## src/rtl/mem_port_pkg.sv

```systemverilog
// mem_port_pkg: shared types and defaults for the memory port controller.
//   mem_state_e - controller states (IDLE, RD_WAIT, MERGE)
//   ADDR_W_DEF / DATA_W_DEF - default word-address and data widths
//   RD_LAT_MAX - largest supported BRAM read latency
package mem_port_pkg;

    localparam int ADDR_W_DEF = 20;
    localparam int DATA_W_DEF = 32;
    localparam int RD_LAT_MAX = 4;

    typedef enum logic [1:0] {
        IDLE,
        RD_WAIT,
        MERGE
    } mem_state_e;

endpackage

```

## src/rtl/mem_byte_merge.sv

```systemverilog
// mem_byte_merge: per-byte select of new data over old data under a byte mask.
//   new_i  - replacement data
//   old_i  - current memory word
//   be_i   - byte mask, 1 selects the byte from new_i
//   data_o - merged word
module mem_byte_merge
    import mem_port_pkg::*;
#(
    parameter int DATA_W = DATA_W_DEF
) (
    input  logic [DATA_W-1:0]   new_i,
    input  logic [DATA_W-1:0]   old_i,
    input  logic [DATA_W/8-1:0] be_i,
    output logic [DATA_W-1:0]   data_o
);

    for (genvar i = 0; i < DATA_W/8; i++) begin : g_byte
        assign data_o[8*i +: 8] = be_i[i] ? new_i[8*i +: 8] : old_i[8*i +: 8];
    end

endmodule

```

## src/rtl/mem_port_ctrl.sv

```systemverilog
// mem_port_ctrl: valid/ready memory port between the core load/store unit and a single-port BRAM.
//   clk, rstn                      - clock, asynchronous active-low reset
//   req_valid/req_ready            - request handshake (ready only in IDLE)
//   req_we/req_addr/req_be/req_wdata - store flag, byte address, byte enables, store data
//   rsp_valid/rsp_rdata/rsp_err    - one-cycle response pulse, load data, out-of-range flag
//   mem_addr/mem_we/mem_din/mem_dout - BRAM word address, write enables, write data, read data
// Optional feature: MEM_BYTE_WE_EN - BRAM has per-byte write enables, so partial stores
// write directly instead of using a read-modify-write sequence.
module mem_port_ctrl
    import mem_port_pkg::*;
#(
    parameter int ADDR_W = ADDR_W_DEF,
    parameter int DATA_W = DATA_W_DEF,
    parameter int RD_LAT = 1
) (
    input  logic                clk,
    input  logic                rstn,
    input  logic                req_valid,
    output logic                req_ready,
    input  logic                req_we,
    input  logic [31:0]         req_addr,
    input  logic [DATA_W/8-1:0] req_be,
    input  logic [DATA_W-1:0]   req_wdata,
    output logic                rsp_valid,
    output logic [DATA_W-1:0]   rsp_rdata,
    output logic                rsp_err,
    output logic [ADDR_W-1:0]   mem_addr,
    output logic [DATA_W/8-1:0] mem_we,
    output logic [DATA_W-1:0]   mem_din,
    input  logic [DATA_W-1:0]   mem_dout
);

    localparam int BE_W  = DATA_W/8;
    localparam int OFS_W = $clog2(BE_W);
    localparam int CNT_W = $clog2(RD_LAT+1);

    mem_state_e         state_q;
    logic [CNT_W-1:0]   cnt_q;
    logic [ADDR_W-1:0]  addr_q;
    logic [DATA_W-1:0]  wdata_q;
    logic               rsp_valid_q;
    logic               rsp_err_q;
    logic [DATA_W-1:0]  rsp_rdata_q;
    logic               accept;
    logic               oor;
    logic               go_rd;
    logic [ADDR_W-1:0]  word_addr;
    logic               unused_ofs;

    assign accept      = req_valid && req_ready;
    assign word_addr   = req_addr[OFS_W +: ADDR_W];
    assign oor         = (req_addr >> (OFS_W + ADDR_W)) != 0;
    assign unused_ofs  = ^(req_addr & 32'(BE_W-1));
    assign req_ready   = state_q == IDLE;
    assign mem_addr    = accept ? word_addr : addr_q;
    assign rsp_valid   = rsp_valid_q;
    assign rsp_rdata   = rsp_rdata_q;
    assign rsp_err     = rsp_err_q;

`ifdef MEM_BYTE_WE_EN
    assign go_rd   = accept && !oor && !req_we;
    assign mem_we  = (accept && req_we && !oor) ? req_be : '0;
    assign mem_din = accept ? req_wdata : wdata_q;
`else
    logic [BE_W-1:0]   be_q;
    logic [DATA_W-1:0] old_q;
    logic [DATA_W-1:0] merged;
    logic              we_q;
    logic              full;

    assign full = &req_be;
    // Loads and partial stores both need the old word; zero-mask stores need nothing.
    assign go_rd   = accept && !oor && (!req_we || (|req_be && !full));
    // Single-enable BRAM: every bit carries the same write strobe.
    assign mem_we  = {BE_W{(accept && req_we && !oor && full) || state_q == MERGE}};
    assign mem_din = accept ? req_wdata : merged;

    mem_byte_merge #(.DATA_W(DATA_W)) u_merge (
        .new_i  (wdata_q),
        .old_i  (old_q),
        .be_i   (be_q),
        .data_o (merged)
    );
`endif

    always_ff @(posedge clk or negedge rstn) begin
        if (!rstn) begin
            state_q     <= IDLE;
            cnt_q       <= '0;
            addr_q      <= '0;
            wdata_q     <= '0;
            rsp_valid_q <= 1'b0;
            rsp_err_q   <= 1'b0;
            rsp_rdata_q <= '0;
`ifndef MEM_BYTE_WE_EN
            be_q        <= '0;
            old_q       <= '0;
            we_q        <= 1'b0;
`endif
        end else begin
            rsp_valid_q <= 1'b0;
            case (state_q)
                IDLE: if (accept) begin
                    addr_q  <= word_addr;
                    wdata_q <= req_wdata;
                    cnt_q   <= CNT_W'(1);
`ifndef MEM_BYTE_WE_EN
                    be_q    <= req_be;
                    we_q    <= req_we;
`endif
                    if (go_rd) begin
                        state_q <= RD_WAIT;
                    end else begin
                        rsp_valid_q <= 1'b1;
                        rsp_err_q   <= oor;
                        rsp_rdata_q <= '0;
                    end
                end
                RD_WAIT: if (cnt_q == CNT_W'(RD_LAT)) begin
`ifndef MEM_BYTE_WE_EN
                    if (we_q) begin
                        old_q   <= mem_dout;
                        state_q <= MERGE;
                    end else begin
`endif
                        rsp_valid_q <= 1'b1;
                        rsp_err_q   <= 1'b0;
                        rsp_rdata_q <= mem_dout;
                        state_q     <= IDLE;
`ifndef MEM_BYTE_WE_EN
                    end
`endif
                end else begin
                    cnt_q <= cnt_q + 1'b1;
                end
`ifndef MEM_BYTE_WE_EN
                MERGE: begin
                    rsp_valid_q <= 1'b1;
                    rsp_err_q   <= 1'b0;
                    rsp_rdata_q <= '0;
                    state_q     <= IDLE;
                end
`endif
                default: state_q <= IDLE;
            endcase
        end
    end

endmodule
```

## config.mk

```make
export PLATFORM = sky130hd
export DESIGN_NAME = mem_port_ctrl
export DESIGN_NICKNAME = d
export VERILOG_FILES = /design/src/rtl/mem_port_pkg.sv /design/src/rtl/mem_byte_merge.sv /design/src/rtl/mem_port_ctrl.sv
export SDC_FILE = /design/constraint.sdc
export NUM_CORES = 1
export LEC_CHECK = 0
export ABC_AREA = 1
export CAP_MARGIN = 10
export CELL_PAD_IN_SITES_DETAIL_PLACEMENT = 1
export CELL_PAD_IN_SITES_GLOBAL_PLACEMENT = 2
export CORE_MARGIN = 1.5
export CORE_UTILIZATION = 29
export CTS_BUF_LIST = sky130_fd_sc_hd__clkbuf_8
export DETAILED_ROUTE_END_ITERATION = 8
export PLACE_DENSITY = 0.93
export SYNTH_ARGS = -nofsm -noshare
export SYNTH_HDL_FRONTEND = slang
export SYNTH_SLANG_ARGS = --single-unit
```

## constraint.sdc

```tcl
create_clock -name clk -period 2.75 [get_ports clk]
set_input_delay 0.4125 -clock clk [delete_from_list [all_inputs] [get_ports clk]]
set_output_delay 0.4125 -clock clk [all_outputs]
set_load 0.03 [all_outputs]
```

==> results of run 1 <==
[sequential cells by signal, summed over array words and instances, names as in the netlist]
signal     count
rsp_err        1
we_q           1
rsp_valid      1
addr_q        20
state_q        2
old_q         32
cnt_q          1
wdata_q       32
be_q           4
rsp_rdata     32
[synthesized netlist by cell type (5+ instances only)]
| library cell | number |
|---|---|
| nor2_1 | 8 |
| nand2_1 | 238 |
| o21ai_1 | 18 |
| mux2_1 | 8 |
| nand3_1 | 6 |
| buf_6 | 5 |
| inv_1 | 39 |
| buf_2 | 11 |
| o21ai_0 | 101 |
| o21ai_2 | 13 |
| dfrtp_1 | 126 |
| clkbuf_1 | 19 |
| ha_1 | 6 |
| mux2_2 | 24 |
[power breakdown]
part           switching, mW  internal, mW  total [mW]
combinational           3.82          2.30        6.12
sequential             0.501          2.75        3.25
clock                  0.782          1.01        1.79
[logic make-up after synthesis]
kind of cell    count (synthesis)  synth area share, %
compound gates                133                 12.6
fa+ha+maj                       6                 1.32
simple gates                  260                 17.8
flops                         126                 55.4
mux                            32                 6.34
buf+inv                        82                 6.58
[cell usage in the layout (no fill, tap or decap)]
cell type        count
inv_1               40
inv_6                2
ha_1                 4
o21ai_2             13
or2_2                1
clkinv_4             2
a21oi_1              1
inv_2                2
clkbuf_2            12
clkbuf_16            1
clkinvlp_4           5
dlygate4sd3_1        1
clkdlybuf4s50_1    135
nor3_2               1
ha_2                 2
mux2_1               8
bufinv_16            4
nand2_1            238
nand2_4              1
clkinv_2             1
mux2_2              24
dfrtp_1            126
nor2_1               8
buf_6                2
buf_12               7
nor2_2               1
nand3_2              1
clkbuf_8            18
o21ai_1             21
buf_4               37
nand2_2              3
clkdlybuf4s15_1      1
dlygate4sd2_1       11
o21ai_0             98
nand3_1              6
[worst max-delay path, delay by kind of cell (launching register included)]
family	cells	cell delay [ns]
DFF	1	0.45
buffers and inverters	4	0.81
adders and majority gates	1	0.24
AOI/OAI and AO/OA	1	0.13
and+or+nand+nor	2	0.22
[what timing repair did]
action	CTS	global route
hold buffers	1	0
endpoints found under the setup margin	31	56
endpoints found under the hold margin	25	0
buffers inserted	0	0
pin swaps	0	0
resized for setup	30	25
gates cloned	0	1
[area by class of cell]
cell class                      instances  area, µm²  share of cell area (%)
Sequential cell                       126       3150                    38.2
Multi-Input combinational cell        431       2170                    26.3
Timing Repair Buffer                  207       1990                    24.2
Tap cell                              265        332                    4.02
Clock buffer                           18        248                    3.00
Clock inverter                         14        193                    2.34
Inverter                               42        163                    1.97
[layer usage]
| layer | track usage (%) | routed length [µm] |
|---|---|---|
| met5 | 0 | 0 |
| met4 | 4.94 | 191 |
| met3 | 6.07 | 1100 |
| met2 | 27.5 | 7830 |
| met1 | 20.6 | 7410 |
[worst max path at each step]
stage | startpoint | endpoint | slack, ns | depth (start not counted)
after floorplan | state_q[0] | mem_we[1] | 0.06 | 8
after global placement | req_addr[29] | mem_we[2] | 0.14 | 8
after detailed placement | req_addr[27] | mem_we[2] | 0.12 | 8
after CTS | state_q[1] | mem_we[2] | -0.001 | 8
after global routing | state_q[1] | mem_we[1] | -0.10 | 8
final | state_q[1] | mem_we[1] | 0.07 | 8
==> results.yml, run 1 <==
placement:
  gp_congestion: 0.685
  pre_cts_ws_ns: 0.121
  placed_cells: 1069
  port_buffers: 192
  placed_area_um2: 7840
  hpwl_mm: 11.5
timing:
  post-route-min-period_ns: 2.68
  setup_viol: 0
  finalClockSkew_ns: 0.00890
  rsz0062_at_grt: "true"
  worstMarginPinSlew_ns: 0.654
  fmax_mhz: 374
  hold_viol: 0
  timing.slew.headroom_pct: 56.4
  whs_ns: 0.480
  setup_tns_ns: 0
  post-route-period-util_pct: 97.3
  setup_ws_ns: 0.0729
  maxSlewViolCount: 0
setup_path:
  critPathArrivalTime_ns: 2.26
  critical-path-max-stage-delay_ns: 0.45
  worstSetupPathType: "register to primary output"
  worstSetupEndpointType: "primary output"
  required_ns: 2.34
  crit_slowest_cell: "dfrtp_1"
  reg2reg_depth: 10
  timing.rr.end: "rsp_rdata[19]"
  r2r_start: "state_q[1]"
  startpoint_type: "register"
  path_cells: "inv_1 > ha_2 > nand2_2 > inv_6 > nand3_1 > o21ai_1 > buf_4 > dlygate4sd2_1"
  worstPathMaxFanout: 7
  r2r_slack_ns: 0.68
synth:
  synth_cell_type_count: 23
  synth_edf_count: 0
  synthTopCellsByArea: "dfrtp_1 (55%), nand2_1 (16%), o21ai_0 (8.9%)"
  yosysTopAreaCell: "dfrtp_1"
  syn_nets: 749
  syn_inst: 639
  synth_seq_area_share_pct: 55.4
  ys.flop_type: "dfrtp_1"
  ys_ff_latch: 126
  async_flop_share_pct: 100
  yosysWarnings: 0
  synth_top_cell_area_share_pct: 55.4
  synth_area_per_cell_um2: 8.90
  mappedNetlistArea_um2: 5690
clock_network:
  clockBufferDepth: 2
  cts_tree: "done"
  cts_buffers: 17
  h-tree-depth: 4
  clk-insertion-delay-late_ns: 0.43
  path_clk_slew_ns: 0.07
  clock_sinks: 126
  ctsRootBufferMaster: "clkbuf_8"
floorplan:
  die-area_um2: 20500
  num_io_pins: 195
  initial_core_util_pct: 29.4
  dieHeight_um: 143
  core_um2: 19300
  die_x_um: 143
  fp-row-count: 51
detailed_routing:
  drc: 0
  drtIter0Drc: 122
  ant_nets: 0
  avgRoutedWirePerCell_um: 15.0
  vias: 4940
  routed_via_density: 4.48
  dr.pass1.iters: 4
  routed_wl_mm: 16.5
power_and_ir_drop:
  power.density_nw_per_um2: 1350
  totalPowerFinal_mw: 11.2
  leakagePower_nw: 3.85
  irDropWorstVdd_mv: 0.521
layout:
  final_area_um2: 8250
  area_growth_pct: 45.1
  n_fill_cell: 2259
  antenna_cells: 0
  final_nets: 935
  postLayoutCoreUtil_pct: 42.7
  final_cells: 1103
  layout-drive-gt1-share_pct: 16.7
grt:
  grt_use_total_pct: 16.8
  grt_first_pass_wirelength_mm: 26.4
  grt_overflow_total: 0
  grt_max_degree: 67
  first_global_vias: 5255
  antenna_found_initial: 0
worst_hold_path:
  hold_class: "register to register"
  worstHoldStart: "addr_q[3]"
  hold_path_end: "addr_q[3]"
  worstHoldPathCells: 2
outcome:
  status: "completed"
flow_run:
  cap_violations: 0
(Power assumes the default switching activity.)
==> run 2, diff against run 1 <==
--- a/config.mk
+++ b/config.mk
@@ -6,7 +6,6 @@
 export NUM_CORES = 1
 export LEC_CHECK = 0
 export ABC_AREA = 1
-export CAP_MARGIN = 10
 export CELL_PAD_IN_SITES_DETAIL_PLACEMENT = 1
 export CELL_PAD_IN_SITES_GLOBAL_PLACEMENT = 2
 export CORE_MARGIN = 1.5
==> results of run 2 <==
Final layout, timing and power as in run 1 (identical DEF).
